`config.mk`:
```
export PLATFORM = sky130hd
export DESIGN_NAME = kim_panel_bridge_flat
export DESIGN_NICKNAME = d
export VERILOG_FILES = /design/src/rtl/kim_panel_bridge_if.sv /design/src/rtl/kim_panel_bridge.sv /design/src/flat_wrapper.sv
export SDC_FILE = /design/constraint.sdc
export NUM_CORES = 1
export LEC_CHECK = 0
export ABC_AREA = 0
export BUFFER_PORTS_ARGS = -buffer_cell sky130_fd_sc_hd__buf_2
export CAP_MARGIN = 0
export CORE_AREA = 2 2 161 163
export DETAILED_ROUTE_END_ITERATION = 12
export DIE_AREA = 0 0 163 165
export PLACE_DENSITY = 0.58
export REMOVE_ABC_BUFFERS = 1
export SYNTH_ARGS = -nofsm -noshare
export SYNTH_HDL_FRONTEND = slang
export SYNTH_SLANG_ARGS = --single-unit
```
`constraint.sdc`:
```
create_clock -name clk -period 10.5 [get_ports clk]
set_input_delay 2.1 -clock clk [delete_from_list [all_inputs] [get_ports clk]]
set_output_delay 2.1 -clock clk [all_outputs]
set_load 0.05 [all_outputs]
```
`src/rtl/kim_panel_bridge_if.sv`:
```
// Host key-injection handshake for the KIM-1 front-panel bridge.
// Signals: key_code/key_valid (host -> bridge), key_ready/key_err (bridge -> host).
interface kim_panel_bridge_if;
    logic [4:0] key_code;
    logic       key_valid;
    logic       key_ready;
    logic       key_err;

    modport master (
        output key_code,
        output key_valid,
        input  key_ready,
        input  key_err
    );

    modport slave (
        input  key_code,
        input  key_valid,
        output key_ready,
        output key_err
    );
endinterface

```
`src/rtl/kim_panel_bridge.sv`:
```
// KIM-1 front-panel bridge: captures the scanned LED display into six digit
// registers and injects host key presses into the core's keypad column scan.
// Ports: clk, reset (async, active-high); LED_DIG/LED_SEG scanned display in;
// KB_ROW row scan in, phys_col physical keypad in, KB_COL merged columns out;
// digits/dig_valid/disp_upd display side; key (slave) host key handshake.
module kim_panel_bridge #(
    parameter int SETTLE  = 16,
    parameter int TIMEOUT = 100000,
    parameter int HOLD    = 50000,
    parameter int GAP     = 50000
) (
    input  logic                      clk,
    input  logic                      reset,
    input  logic [5:0]                LED_DIG,
    input  logic [6:0]                LED_SEG,
    input  logic [3:0]                KB_ROW,
    input  logic [6:0]                phys_col,
    output logic [6:0]                KB_COL,
    output logic [41:0]               digits,
    output logic [5:0]                dig_valid,
    output logic                      disp_upd,
    kim_panel_bridge_if.slave         key
);

    localparam int CW   = $clog2(SETTLE + 1);
    localparam int AW   = $clog2(TIMEOUT + 1);
    localparam int KMAX = (HOLD > GAP) ? HOLD : GAP;
    localparam int KW   = $clog2(KMAX + 1);

    localparam logic [CW-1:0] CNT_SAT  = CW'(SETTLE - 1);
    localparam logic [CW-1:0] CNT_PRE  = (SETTLE >= 2) ? CW'(SETTLE - 2) : '0;
    localparam logic [AW-1:0] AGE_MAX  = AW'(TIMEOUT);
    localparam logic [AW-1:0] AGE_PRE  = AW'(TIMEOUT - 1);
    localparam logic [KW-1:0] HOLD_END = KW'(HOLD - 1);
    localparam logic [KW-1:0] GAP_END  = KW'(GAP - 1);

    // ---------------- display capture ----------------
    logic [5:0]    prev_dig;
    logic [6:0]    prev_seg;
    logic [CW-1:0] stable_cnt;
    logic [AW-1:0] age [6];

    logic [5:0] dig_n;
    logic       sel;
    logic       match;
    logic       cap;
    logic [2:0] sel_idx;
    logic [5:0] expire;

    assign dig_n = ~LED_DIG;
    assign sel   = (dig_n != 6'd0) && ((dig_n & (dig_n - 6'd1)) == 6'd0);
    assign match = sel && (LED_DIG == prev_dig) && (LED_SEG == prev_seg);

    // The write fires on the edge where the counter steps into saturation,
    // so a pattern held SETTLE cycles is captured exactly once.
    assign cap = (SETTLE == 1) ? (sel && !match)
                               : (match && (stable_cnt == CNT_PRE));

    always_comb begin
        sel_idx = 3'd0;
        for (int i = 0; i < 6; i++) begin
            if (!LED_DIG[i]) sel_idx = 3'(i);
        end
    end

    always_comb begin
        expire = '0;
        for (int d = 0; d < 6; d++) begin
            expire[d] = (age[d] == AGE_PRE);
        end
    end

    // Ages reset to saturation so never-written digits do not
    // produce a spurious blanking pulse.
    always_ff @(posedge clk or posedge reset) begin
        if (reset) begin
            prev_dig   <= '1;
            prev_seg   <= '1;
            stable_cnt <= '0;
            digits     <= '0;
            dig_valid  <= '0;
            disp_upd   <= 1'b0;
            for (int d = 0; d < 6; d++) begin
                age[d] <= AGE_MAX;
            end
        end else begin
            prev_dig <= LED_DIG;
            prev_seg <= LED_SEG;
            if (match) begin
                if (stable_cnt != CNT_SAT) stable_cnt <= stable_cnt + 1'b1;
            end else begin
                stable_cnt <= '0;
            end
            for (int d = 0; d < 6; d++) begin
                if (cap && (sel_idx == 3'(d))) begin
                    digits[7*d +: 7] <= ~LED_SEG;
                    dig_valid[d]     <= 1'b1;
                    age[d]           <= '0;
                end else if (expire[d]) begin
                    digits[7*d +: 7] <= '0;
                    dig_valid[d]     <= 1'b0;
                    age[d]           <= AGE_MAX;
                end else if (age[d] != AGE_MAX) begin
                    age[d] <= age[d] + 1'b1;
                end
            end
            disp_upd <= cap | (|expire);
        end
    end

    // ---------------- key injection ----------------
    typedef enum logic [1:0] {
        K_IDLE,
        K_PRESS,
        K_REL
    } kstate_t;

    kstate_t       kst;
    logic [KW-1:0] kcnt;
    logic [1:0]    row_q;
    logic [2:0]    col_q;
    logic          legal;
    logic [6:0]    inj_col;

    assign legal = (key.key_code[4:3] != 2'b11) && (key.key_code[2:0] != 3'b111);

    always_ff @(posedge clk or posedge reset) begin
        if (reset) begin
            kst           <= K_IDLE;
            kcnt          <= '0;
            row_q         <= '0;
            col_q         <= '0;
            key.key_ready <= 1'b1;
            key.key_err   <= 1'b0;
        end else begin
            key.key_err <= 1'b0;
            unique case (kst)
                K_IDLE: begin
                    if (key.key_valid) begin
                        if (legal) begin
                            row_q         <= key.key_code[4:3];
                            col_q         <= key.key_code[2:0];
                            kcnt          <= '0;
                            kst           <= K_PRESS;
                            key.key_ready <= 1'b0;
                        end else begin
                            key.key_err <= 1'b1;
                        end
                    end
                end
                K_PRESS: begin
                    if (kcnt == HOLD_END) begin
                        kcnt <= '0;
                        kst  <= K_REL;
                    end else begin
                        kcnt <= kcnt + 1'b1;
                    end
                end
                K_REL: begin
                    if (kcnt == GAP_END) begin
                        kcnt          <= '0;
                        kst           <= K_IDLE;
                        key.key_ready <= 1'b1;
                    end else begin
                        kcnt <= kcnt + 1'b1;
                    end
                end
                default: begin
                    kst           <= K_IDLE;
                    key.key_ready <= 1'b1;
                end
            endcase
        end
    end

    // Combinational from the live row scan: the core reads columns
    // within one cycle of moving to a new row.
    always_comb begin
        inj_col = 7'h7F;
        if ((kst == K_PRESS) && !KB_ROW[row_q]) inj_col = ~(7'd1 << col_q);
    end

    assign KB_COL = phys_col & inj_col;

endmodule

```
`src/flat_wrapper.sv`:
```
// flat-port wrapper written by rule: the top's interface ports become plain ports
module kim_panel_bridge_flat 
#(
    parameter int SETTLE  = 16,
    parameter int TIMEOUT = 100000,
    parameter int HOLD    = 50000,
    parameter int GAP     = 50000
)
  (clk, reset, LED_DIG, LED_SEG, KB_ROW, phys_col, KB_COL, digits, dig_valid, disp_upd, key_key_code, key_key_valid, key_key_ready, key_key_err);
  kim_panel_bridge_if key_i ();
  input  logic clk;
  input  logic reset;
  input  logic [5:0] LED_DIG;
  input  logic [6:0] LED_SEG;
  input  logic [3:0] KB_ROW;
  input  logic [6:0] phys_col;
  output logic [6:0] KB_COL;
  output logic [41:0] digits;
  output logic [5:0] dig_valid;
  output logic disp_upd;
  input wire logic [$bits(key_i.key_code)-1:0] key_key_code;
  input wire logic [$bits(key_i.key_valid)-1:0] key_key_valid;
  output wire logic [$bits(key_i.key_ready)-1:0] key_key_ready;
  output wire logic [$bits(key_i.key_err)-1:0] key_key_err;
  assign key_i.key_code = key_key_code;
  assign key_i.key_valid = key_key_valid;
  assign key_key_ready = key_i.key_ready;
  assign key_key_err = key_i.key_err;
  kim_panel_bridge #(.SETTLE(SETTLE), .TIMEOUT(TIMEOUT), .HOLD(HOLD), .GAP(GAP)) u_core (.clk(clk), .reset(reset), .LED_DIG(LED_DIG), .LED_SEG(LED_SEG), .KB_ROW(KB_ROW), .phys_col(phys_col), .KB_COL(KB_COL), .digits(digits), .dig_valid(dig_valid), .disp_upd(disp_upd), .key(key_i));
endmodule
```
=== Word-level counts from Yosys, hierarchy flattened ===
Index checks and enable logic that the tools add are counted.

* Register bits after elaboration: 194
* Bits of input ports: 32
* Word-level logic and storage cells: 181
* Output and inout bits: 58

* $add $sub $neg: 9
* Order comparisons: 1
* Equal/unequal tests: 31
* Reduce and logical (&&, ||, !) cells: 36
* Muxes and demuxes: 68
* Bitwise logic cells: 7
* Shifts and indexed selects: 1

{| class="wikitable"
|+ Operator list
! kind !! count
|-
| 2-to-1 mux 17 bit || 18
|-
| adder 17 x 1 -> 17 bit (second input constant) || 6
|-
| == test 17 bit (second input constant) || 6
|-
| inequality test 17 bit (second input constant) || 6
|-
| 2-to-1 mux 7 bit || 13
|-
| 2-to-1 mux 16 bit || 3
|-
| one-hot mux 16 bit (2 select lines) || 1
|-
| 2-to-1 mux 1 bit || 20
|-
| nonzero test 3 bit || 6
|-
| adder 16 x 1 -> 16 bit (second input constant) || 1
|-
| == test 16 bit (second input constant) || 1
|-
| NOT 7 bit || 2
|-
| nonzero test 2 bit || 7
|-
| logical AND 1 bit || 12
|-
| 2-to-1 mux 2 bit || 6
|-
| 2-to-1 mux 5 bit || 2
|-
| AND reduction 4 bit || 2
|-
| bitwise AND 7 bit || 1
|-
| == test 7 bit || 1
|-
| << shifter 1 x 3 -> 7 bit (first input constant) || 1
|-
| bitwise AND 6 bit || 1
|-
| == test 3 x 2 -> 1 bit (second input constant) || 2
|-
| == test 3 bit (second input constant) || 2
|-
| == test 6 bit || 1
|-
| other kinds (26) || 32
|}

=== Longest topological paths before layout ===
Gate-level depths: netlist of run 1.

* Word-level depth: 10
* Gate-level depth with buffers: 8
* Depth with buffers taken out: 7

=== Least setup slack after synthesis of run 1 ===
Ideal clock, no wire load.

* Path type: in2out
* Start point: input KB_ROW[1]
* End point: output KB_COL[4]
* Required time: 8.400 ns
* Arrival time: 3.643 ns
* Path buffers: 0
* Cell stages on the path: 4
* Slack: 4.757 ns
* Cells stage by stage: mux4_2 -> nor2b_1 -> nor2b_1 -> a21boi_0

* Cells in the longest elaborated chain, start to end: 6

{| class="wikitable"
|+ RTL lines
! item !! RTL line !! text
|-
| from (decl) || flat_wrapper.sv:15 || <nowiki>input logic [3:0] KB_ROW;</nowiki>
|-
| binary-select mux 1 bit (select 2 bit) || kim_panel_bridge.sv:180 || <nowiki>if ((kst == K_PRESS) && !KB_ROW[row_q]) inj_col = ~(7'd1 << col_q);</nowiki>
|-
| 2-to-1 mux 1 bit (implied by the code) || kim_panel_bridge.sv:180 ||
|-
| logical NOT 1 bit || kim_panel_bridge.sv:180 ||
|-
| logical AND 1 bit || kim_panel_bridge.sv:180 ||
|-
| 2-to-1 mux 7 bit || kim_panel_bridge.sv:180 ||
|-
| bitwise AND 7 bit || kim_panel_bridge.sv:183 || <nowiki>assign KB_COL = phys_col & inj_col;</nowiki>
|-
| to (decl) || flat_wrapper.sv:17 || <nowiki>output logic [6:0] KB_COL;</nowiki>
|}

No other way between the ends. The select of a mux whose other input is x is not followed.

=== Worst setup path after layout of run 1 ===
* Start point: input KB_ROW[3]
* End point: output KB_COL[2]

The elaborated chain is that of the path after synthesis.

==> results of run 1 <==
placed cells by master (no fill, tap or decap), drive strengths merged, types with 5 or more instances in the layout:
| cell type | Yosys | final |
|---|---|---|
| a21o | 7 | 7 |
| clkbuf | 22 | 19 |
| mux2i | 48 | 48 |
| dfrtp | 144 | 144 |
| dfstp | 50 | 50 |
| xnor2 | 52 | 52 |
| buf | 18 | 97 |
| mux2 | 8 | 8 |
| nor3 | 66 | 66 |
| nand3 | 52 | 52 |
| and4 | 8 | 8 |
| a21oi | 17 | 17 |
| and3 | 16 | 16 |
| nand4 | 26 | 26 |
| ha | 21 | 21 |
| nand2b | 12 | 12 |
| xor2 | 55 | 55 |
| nor2b | 8 | 8 |
| nor2 | 91 | 91 |
| nand2 | 94 | 94 |
| clkinv | 0 | 5 |
| or4 | 15 | 15 |
| or3 | 7 | 7 |
| a21boi | 6 | 6 |
| o21ai | 15 | 15 |
| nor4 | 18 | 18 |
| o31ai | 6 | 6 |
| inv | 39 | 41 |
metrics by stage:
step	setup slack, ns	hold WS, ns	std cells	instance area (um2)
after global placement	5.03	0.455	1358	10600
after global routing	4.89	0.491	1390	11300
final	5.00	0.476	1390	11300
after floorplan	3.20	0.480	931	9690
after CTS	4.99	0.479	1390	11300
after detailed placement	5.00	0.462	1358	10600
cell families after synthesis:
group           Yosys count
simple gates            444
flops                   194
xor+xnor                107
buf+inv                  79
compound gates           68
mux                      57
fa+ha+maj                22
report_power, final:
group / switching, mW / internal [mW] / total, mW
Combinational: 0.118 / 0.0604 / 0.179
Clock: 0.291 / 0.406 / 0.697
Sequential: 0.0243 / 0.777 / 0.801
state kept, by name, indices dropped and copies added, names as in the netlist:
name,cells
u_core.kst,2
u_core.kcnt,16
u_core.row_q,2
u_core.disp_upd,1
u_core.col_q,3
u_core.prev_dig,6
u_core.stable_cnt,5
u_core.key.key_err,1
u_core.key.key_ready,1
u_core.age,102
u_core.dig_valid,6
u_core.digits,42
u_core.prev_seg,7
worst max-delay path, delay by kind of cell:
family	cells	cell delay, ns
multiplexers	1	0.45
AND/OR/NAND/NOR	2	0.40
AO/OA/AOI/OAI	1	0.13
buffers and inverters	2	0.32
area by class of cell:
cell class	count	area, um2
sequential	194	4920
tap	330	413
clock buffer	19	443
timing repair buffer	97	505
multi-input combinational	698	4640
inverter	39	154
clock inverter	13	181
fill	2392	13800
final timing paths:
path                       slack, ns                 start             endpoint
max                             5.00             KB_ROW[3]            KB_COL[2]
min                             0.48   u_core.dig_valid[3]  u_core.dig_valid[3]
max reg2reg                     7.72  u_core.stable_cnt[0]       u_core.age[71]
min reg2reg                     0.48   u_core.dig_valid[3]  u_core.dig_valid[3]
max in group asynchronous       7.23                 reset       u_core.age[34]
min in group asynchronous       1.82                 reset    u_core.digits[19]
routing by layer:
layer	share of wire [%]	vias to the layer above
met5	0.060	-
met4	1.7	2
met3	4.1	26
met2	45	124
met1	49	3521
li1	-	3518
==> flow_metrics.py, run 1 <==
metrics = {
    "outcome": {
        "status": "finished clean",
    },
    "cells_and_area": {
        "drive_gt1_share_pct": 19.8,
        "finish.utilization_pct": 44.9,
        "layout.nets": 1100,
        "antenna_cells": 0,
        "syn2layout_area_growth_pct": 13.6,
    },
    "synthesis": {
        "synth-warning-count": 0,
        "synth_top_family_by_area": "simple AND/OR/NAND/NOR gates",
        "syn_area_per_cell_um2": 10.2,
        "seq_area_frac_synth_pct": 49.6,
        "yosys_most_used_dff": "dfrtp_1",
        "synthXorXnorAreaFrac_pct": 9.46,
        "synthMuxAreaShare_pct": 5.99,
        "synth_top_area_share_pct": 36.4,
        "synth_top_cell_by_area": "dfrtp_1",
        "synth-async-reset-ratio_pct": 100,
        "synth-compound-area-share_pct": 4.48,
        "synth_edf_count": 0,
        "syn_area_mm2": 0.00990,
        "synth_seq_cells": 194,
        "synth.area.top_cells": "dfrtp_1 36%, dfstp_2 13%, xor2_1 4.9%",
        "synthDistinctLibCells": 59,
        "synth_most_common_cell": "dfrtp_1",
        "synth_simple_gate_area_share_pct": 24.0,
        "syn_inst": 971,
        "synthTopCellsByCount": "144 x dfrtp_1, 94 x nand2_1, 91 x nor2_1",
        "synthAdderAreaFrac_pct": 2.75,
    },
    "worst_setup_path": {
        "cp-start-kind": "primary input",
        "path_class": "primary input to output pin",
        "path_cells": "buf_2 > mux4_2 > nor2b_1 > nor2b_1 > a21boi_0 > buf_2",
        "path_max_fanout": 4,
        "reg2reg_depth": 6,
        "required_ns": 8.40,
        "slowest_stage": "mux4_2",
        "end_kind": "output pin",
        "slowest_delay_ns": 0.45,
        "arrival_ns": 3.40,
    },
    "sta": {
        "grt_setup_unrepaired": "false",
        "final-hold-violation-count": 0,
        "fin_crit_sh_pct": 52.3,
        "clock_skew_ns": 0.0110,
        "final_max_slew_viol_count": 0,
        "fin_crit_ns": 5.50,
        "fin_tns_setup_ns": 0,
        "slew_headroom_pct": 23.7,
        "tightest_slew_ns": 1.13,
        "setup_viol": 0,
        "fmax_ghz": 0.182,
    },
    "job": {
        "drv_cap": 0,
    },
    "grt": {
        "antenna_found_initial": 1,
        "grtUsageTotal_pct": 16.9,
        "use_met1_pct": 23.6,
        "grtUsageMet2_pct": 26.1,
        "grt-ovfl-total": 0,
        "grt_busiest_layer": "met2",
        "grt_max_degree": 125,
        "grt_pass1_wl_um": 35900,
        "grt_pass1_vias": 6995,
        "gr-usage-met3_pct": 3.54,
    },
    "die": {
        "coreArea_mm2": 0.0250,
        "dieWidth_um": 163,
        "fp.dieH_um": 165,
        "io_pins": 90,
        "fp-row-count": 58,
        "floorplan.die_area_mm2": 0.0269,
        "initial_core_util_pct": 39.6,
    },
    "power": {
        "powerDensity_mw_per_mm2": 149,
        "p_total_mw": 1.68,
        "leakagePower_nw": 4.78,
        "peakVddDrop_uv": 98.2,
    },
    "clock_network": {
        "cts_buffer_depth": 2,
        "tritoncts": "built",
        "clk_pin_slew_ns": 0.07,
        "cts.sinks": 194,
        "postCtsSetupRepairBufs": 0,
        "cts_resized": 0,
        "cts_hold_buffers": 0,
        "h-tree-depth": 4,
        "cts_made_buffers": 17,
        "ctsRootBufferMaster": "clkbuf_16",
        "insertion_delay_ns": 0.44,
    },
    "detailed_routing": {
        "routed_via_density": 5.17,
        "drtPass1Iterations": 4,
        "drc": 0,
        "num_vias": 7191,
        "drt_wl_total_um": 21600,
        "wl_per_cell_um": 15.6,
        "drt_iter0_markers": 460,
        "route.antenna.remaining_nets": 0,
    },
    "placement": {
        "gp_congestion": 0.788,
        "port_buffers": 89,
        "dpl.hpwl_um": 14700,
    },
    "hold_path": {
        "min_path_cells": 1,
        "hold_class": "flop to flop",
    },
}
Note: power is estimated with default switching activity, not from simulation.
==> run 2, diff against run 1 <==
- ABC_AREA: 0 -> 1
- CORE_AREA: 2 2 161 163 -> 2 2 166 168
- DIE_AREA: 0 0 163 165 -> 0 0 168 170
- PLACE_DENSITY: 0.58 -> 0.6
- clock period: 10.5 -> 4.5 ns (I/O delays scaled with it)
==> run 2 against run 1 <==
Via count up 23%. Clock-buffer cell count fell by 1. Critical endpoint is now KB_COL[4]. Register-to-register slack worse by 5.6 ns. Critical path type unchanged.
==> flow_metrics.py, run 2 <==
metrics = {
    "outcome": {
        "status": "finished clean",
    },
    "clock_network": {
        "tritoncts": "built",
        "ctsRootBufferMaster": "clkbuf_16",
        "cts_made_buffers": 17,
        "cts_resized": 0,
        "clk_pin_slew_ns": 0.07,
        "postCtsSetupRepairBufs": 0,
        "cts_hold_buffers": 0,
        "cts.sinks": 194,
        "cts_buffer_depth": 2,
        "h-tree-depth": 4,
        "insertion_delay_ns": 0.44,
    },
    "power": {
        "powerDensity_mw_per_mm2": 321,
        "leakagePower_nw": 6.29,
        "peakVddDrop_uv": 301,
        "p_total_mw": 3.83,
    },
    "worst_setup_path": {
        "timing.rr.start": "u_core.prev_seg[2]",
        "r2r-end": "u_core.age[70]",
        "path_max_fanout": 5,
        "required_ns": 3.60,
        "end_kind": "output pin",
        "arrival_ns": 1.95,
        "path_class": "primary input to output pin",
        "cp-start-kind": "primary input",
        "rrSetupSlack_ns": 2.11,
        "reg2reg_depth": 11,
    },
    "detailed_routing": {
        "drtPass1Iterations": 5,
        "num_vias": 8820,
        "drc": 0,
        "routed_via_density": 4.91,
        "drt_wl_total_um": 25000,
        "wl_per_cell_um": 13.9,
        "drt_iter0_markers": 570,
        "route.antenna.remaining_nets": 0,
    },
    "sta": {
        "final-hold-violation-count": 0,
        "setup_viol": 0,
        "fin_ws_ns": 1.65,
        "fin_crit_sh_pct": 63.3,
        "tightest_slew_ns": 0.903,
        "grt_setup_unrepaired": "false",
        "fin_tns_setup_ns": 0,
        "fmax_ghz": 0.351,
        "clock_skew_ns": 0.0147,
        "hold-worst-slack_ns": 0.484,
        "fin_crit_ns": 2.85,
        "final_max_slew_viol_count": 0,
        "slew_headroom_pct": 39.8,
    },
    "synthesis": {
        "synthTopCellsByCount": "303 x nand2_1, 206 x nor2_1, 178 x inv_1",
        "syn_area_mm2": 0.0105,
        "synth_top_area_share_pct": 34.2,
        "synth_seq_cells": 194,
        "synthDistinctLibCells": 36,
        "syn_area_per_cell_um2": 7.86,
        "yosys_most_used_dff": "dfrtp_1",
        "synth_top_cell_by_area": "dfrtp_1",
        "synth_edf_count": 0,
        "synth.area.top_cells": "dfrtp_1 34%, dfstp_2 12%, nand2_1 11%",
        "synth-async-reset-ratio_pct": 100,
        "synth-warning-count": 0,
        "synth_most_common_cell": "nand2_1",
        "seq_area_frac_synth_pct": 46.6,
        "syn_inst": 1342,
    },
    "placement": {
        "dpl.hpwl_um": 18600,
        "gp_congestion": 0.901,
        "port_buffers": 89,
        "post-place-ws_ns": 1.43,
    },
    "die": {
        "io_pins": 90,
        "floorplan.die_area_mm2": 0.0286,
        "coreArea_mm2": 0.0267,
        "dieWidth_um": 168,
        "fp-row-count": 60,
        "fp.dieH_um": 170,
        "initial_core_util_pct": 39.6,
    },
    "cells_and_area": {
        "largest_register": "u_core.age",
        "drive_gt1_share_pct": 15.0,
        "layout_common_cells": "303 x nand2_1, 206 x nor2_1, 177 x inv_1, 144 x dfrtp_1, 132 x nand3_1",
        "largest_reg_flops": 102,
        "finish.utilization_pct": 44.8,
        "final_common_cell": "nand2_1",
        "syn2layout_area_growth_pct": 13.2,
        "layout.nets": 1494,
        "top_regs": "u_core.age (102), u_core.digits (42), u_core.kcnt (16)",
    },
    "job": {
        "drv_cap": 0,
    },
    "grt": {
        "grt_max_degree": 111,
        "grt-ovfl-total": 0,
        "grtUsageTotal_pct": 18.2,
        "grt_pass1_vias": 8494,
        "grt_pass1_wl_um": 41900,
        "antenna_found_initial": 5,
    },
    "hold_path": {
        "min_delay_worst_endpoint": "u_core.dig_valid[4]",
        "hold_class": "flop to flop",
        "min_from": "u_core.dig_valid[4]",
        "min_path_cells": 2,
    },
}
## run 2: per-stage QoR
step | area [um2] | cells
final | 11900 | 1798
after global routing | 11900 | 1796
after CTS | 11900 | 1795
after detailed placement | 11400 | 1763
after global placement | 11400 | 1763
after floorplan | 10500 | 1330
## run 2: how the worst max path moves through the flow
stage	startpoint	to	slack, ns	cells past startpoint
after floorplan	reset	u_core.age[0]	-1.60	1
after global placement	LED_DIG[5]	u_core.age[70]	1.48	12
after detailed placement	LED_SEG[4]	u_core.age[70]	1.43	11
after CTS	KB_ROW[3]	KB_COL[4]	1.64	8
after global routing	KB_ROW[3]	KB_COL[0]	1.48	8
final	KB_ROW[3]	KB_COL[4]	1.65	8
## run 2: critical path, stage by stage
cell and delay [ns]:
buf_2 0.09, o21ai_0 0.15, nor2_1 0.05, nor2_1 0.12
nand2_1 0.14, o31ai_1 0.23, inv_1 0.06, buf_2 0.21
## run 2: area by class of cell
type	instances	area, um2
antenna	3	7.51
timing repair buffer	92	468
clock buffer	18	439
tap	341	427
inverter	181	687
multi-input combinational	955	4870
sequential	194	4920
clock inverter	14	119
fill	2669	14700
## run 2: where the power goes
| part | leakage (nW) | total, mW | switching [mW] | internal (mW) |
|---|---|---|---|---|
| combinational | 3.57 | 0.516 | 0.380 | 0.136 |
| clock | 0.270 | 1.46 | 0.717 | 0.742 |
| sequential | 2.45 | 1.85 | 0.0471 | 1.81 |
| total | 6.29 | 3.83 | 1.14 | 2.69 |
## run 2: metal layers
layer | GRT usage, % | share of wire [%] | vias up
li1 | - | - | 4473
met1 | 24.6 | 48 | 4131
met2 | 29.2 | 46 | 185
met3 | 3.74 | 4.7 | 27
met4 | 5.71 | 1.8 | 4
met5 | 0 | 0.10 | -
## run 2: kinds of logic (layout without fill, tap and decap cells)
family          after synthesis  count (layout)  synth area share, %
fa+ha+maj                    21              21                 2.49
simple gates                776             776                 32.9
compound gates               77              77                 4.09
xor+xnor                     81              81                 6.73
buf+inv                     193             305                 7.13
other cells                   0               3                    0
flops                       194             194                 46.6
==> run 3, diff against run 2 <==
- PLACE_DENSITY: 0.6 -> 0.58
- clock period: 4.5 -> 2.7 ns (I/O delays scaled with it)
==> run 3 against run 2 <==
Core utilization is 0.89 points higher. Flip-flop and latch count stayed put. Register-to-register slack lost 1.5 ns. Clock power up 77%. Combinational power grew 76%. Setup slack worse by 1.4 ns. Worst hold slack worse by 0.34 ns. Clock skew fell by 0.0033 ns. Power up 72%. Critical path type is now flop to output pin.
==> flow_metrics.py, run 3 (synthesized netlist as in run 2, its figures left out) <==
metrics = {
    "hold_path": {
        "hold_class": "primary input to asynchronous set/reset pin",
    },
    "sta": {
        "fin_ws_ns": 0.279,
        "fmax_ghz": 0.413,
        "setup_viol": 0,
        "hold-worst-slack_ns": 0.148,
        "grt_setup_unrepaired": "false",
        "slew_headroom_pct": 47.7,
        "fin_tns_setup_ns": 0,
        "final-hold-violation-count": 0,
        "fin_crit_sh_pct": 89.7,
        "clock_skew_ns": 0.0113,
        "tightest_slew_ns": 0.777,
        "final_max_slew_viol_count": 0,
        "fin_crit_ns": 2.42,
    },
    "worst_setup_path": {
        "end_kind": "output pin",
        "crit_top_cell": "inv_1",
        "path_max_fanout": 5,
        "slowest_delay_ns": 0.40,
        "slowest_stage": "dfrtp_1",
        "cp_top_family": "flip-flops",
        "path_cells": "inv_1 > ha_1 > nand2_1 > o31ai_1 > inv_1 > buf_2",
        "worst-path-buf-inv": 3,
        "required_ns": 2.16,
        "path_class": "flop to output pin",
        "arrival_ns": 1.88,
        "cp-start-kind": "flop",
    },
    "placement": {
        "gp_congestion": 0.866,
        "placed_cell_area_mm2": 0.0116,
        "dp_cells": 1785,
        "dpl.hpwl_um": 18500,
        "post-place-ws_ns": 0.292,
        "port_buffers": 89,
    },
    "cells_and_area": {
        "layout.nets": 1516,
        "largest_reg_flops": 102,
        "syn2layout_area_growth_pct": 15.5,
        "nFillCells": 2634,
        "fin_area_mm2": 0.0122,
        "layout_common_cells": "303 x nand2_1, 206 x nor2_1, 177 x inv_1, 144 x dfrtp_1, 132 x nand3_1",
        "stdcell_count": 1817,
        "largest_register": "u_core.age",
        "top_regs": "u_core.age (102), u_core.digits (42), u_core.kcnt (16)",
        "final_common_cell": "nand2_1",
        "drive_gt1_share_pct": 16.2,
        "antenna_cells": 0,
        "finish.utilization_pct": 45.7,
    },
    "grt": {
        "antenna_found_initial": 0,
        "grt_max_degree": 67,
        "grt-ovfl-total": 0,
        "grt_pass1_wl_um": 41800,
        "grtUsageTotal_pct": 18.2,
        "grt_pass1_vias": 8421,
    },
    "job": {
        "drv_cap": 0,
    },
    "power": {
        "p_seq_share_pct": 46.9,
        "p_int_mw": 4.72,
        "switchingPower_mw": 1.86,
        "swShare_pct": 28.3,
        "powerDensity_mw_per_mm2": 540,
        "p_total_mw": 6.58,
        "combPwrFrac_pct": 13.8,
        "leakagePower_nw": 6.43,
        "peakVddDrop_uv": 452,
        "pwr-share-clk_pct": 39.3,
    },
    "die": {
        "dieWidth_um": 168,
        "floorplan.die_area_mm2": 0.0286,
        "io_pins": 90,
        "fp.dieH_um": 170,
        "coreArea_mm2": 0.0267,
        "initial_core_util_pct": 39.6,
        "fp-row-count": 60,
    },
    "detailed_routing": {
        "drtPass1Iterations": 5,
        "num_vias": 8761,
        "drc": 0,
        "routed_via_density": 4.82,
        "wl_per_cell_um": 13.6,
        "drt_iter0_markers": 463,
        "drt_wl_total_um": 24700,
        "route.antenna.remaining_nets": 0,
    },
    "clock_network": {
        "cts_resized": 0,
        "clk_pin_slew_ns": 0.07,
        "insertion_delay_ns": 0.43,
        "cts.sinks": 194,
        "cts_hold_buffers": 0,
        "postCtsSetupRepairBufs": 0,
        "cts_made_buffers": 17,
        "cts_buffer_depth": 2,
        "ctsRootBufferMaster": "clkbuf_16",
        "tritoncts": "built",
        "h-tree-depth": 4,
    },
    "outcome": {
        "status": "finished clean",
    },
}
-- run 3: changes by cell type in the layout (fill, tap and decap cells not counted), sizes merged --
cell    delta
diode      -3
bufinv     +2
buf       +22
clkinv     -2
inv        -2
clkbuf     +2
-- run 3: power by group through the flow --
| stage | sequential, mW | clock [mW] | combinational (mW) |
|---|---|---|---|
| final | 3.09 | 2.58 | 0.908 |
| after global routing | 3.10 | 2.81 | 1.03 |
| after CTS | 3.09 | 2.67 | 0.924 |
| after detailed placement | 3.13 | 0 | 0.923 |
| after global placement | 3.14 | 0 | 0.909 |
| after floorplan | 3.16 | 0 | 0.592 |
-- run 3: path summary, 6_finish.rpt --
kind / depth (start not counted) / startpoint / slack (ns) / endpoint
worst min-delay path: 2 / reset / 0.15 / u_core.age[0]
max in group asynchronous: 3 / reset / 1.82 / u_core.age[78]
worst max register to register: 7 / u_core.stable_cnt[0] / 0.59 / u_core.age[14]
worst min register to register: 2 / u_core.key.key_ready / 0.48 / u_core.key.key_ready
min in group clk: 1 / LED_SEG[1] / 0.24 / u_core.prev_seg[1]
worst max-delay path: 6 / u_core.kst[1] / 0.28 / KB_COL[6]
-- run 3: final cells by class --
class,instances,area (um2),area share (%)
flip-flops and latches,194,4920,40.4
multi-input cells,955,4870,40.0
inverters,181,687,5.64
repair buffers,114,671,5.51
clock buffers,20,457,3.75
well taps,341,427,3.50
clock inverters,12,143,1.17
-- run 3: metal layers --
layer / part of all wire [%] / global-route usage [%] / vias to the layer above
li1: - / - / 4516
met1: 48 / 24.2 / 4076
met2: 47 / 30.4 / 144
met3: 3.7 / 3.37 / 25
met4: 1.5 / 5.33 / 0
met5: 0 / 0 / -
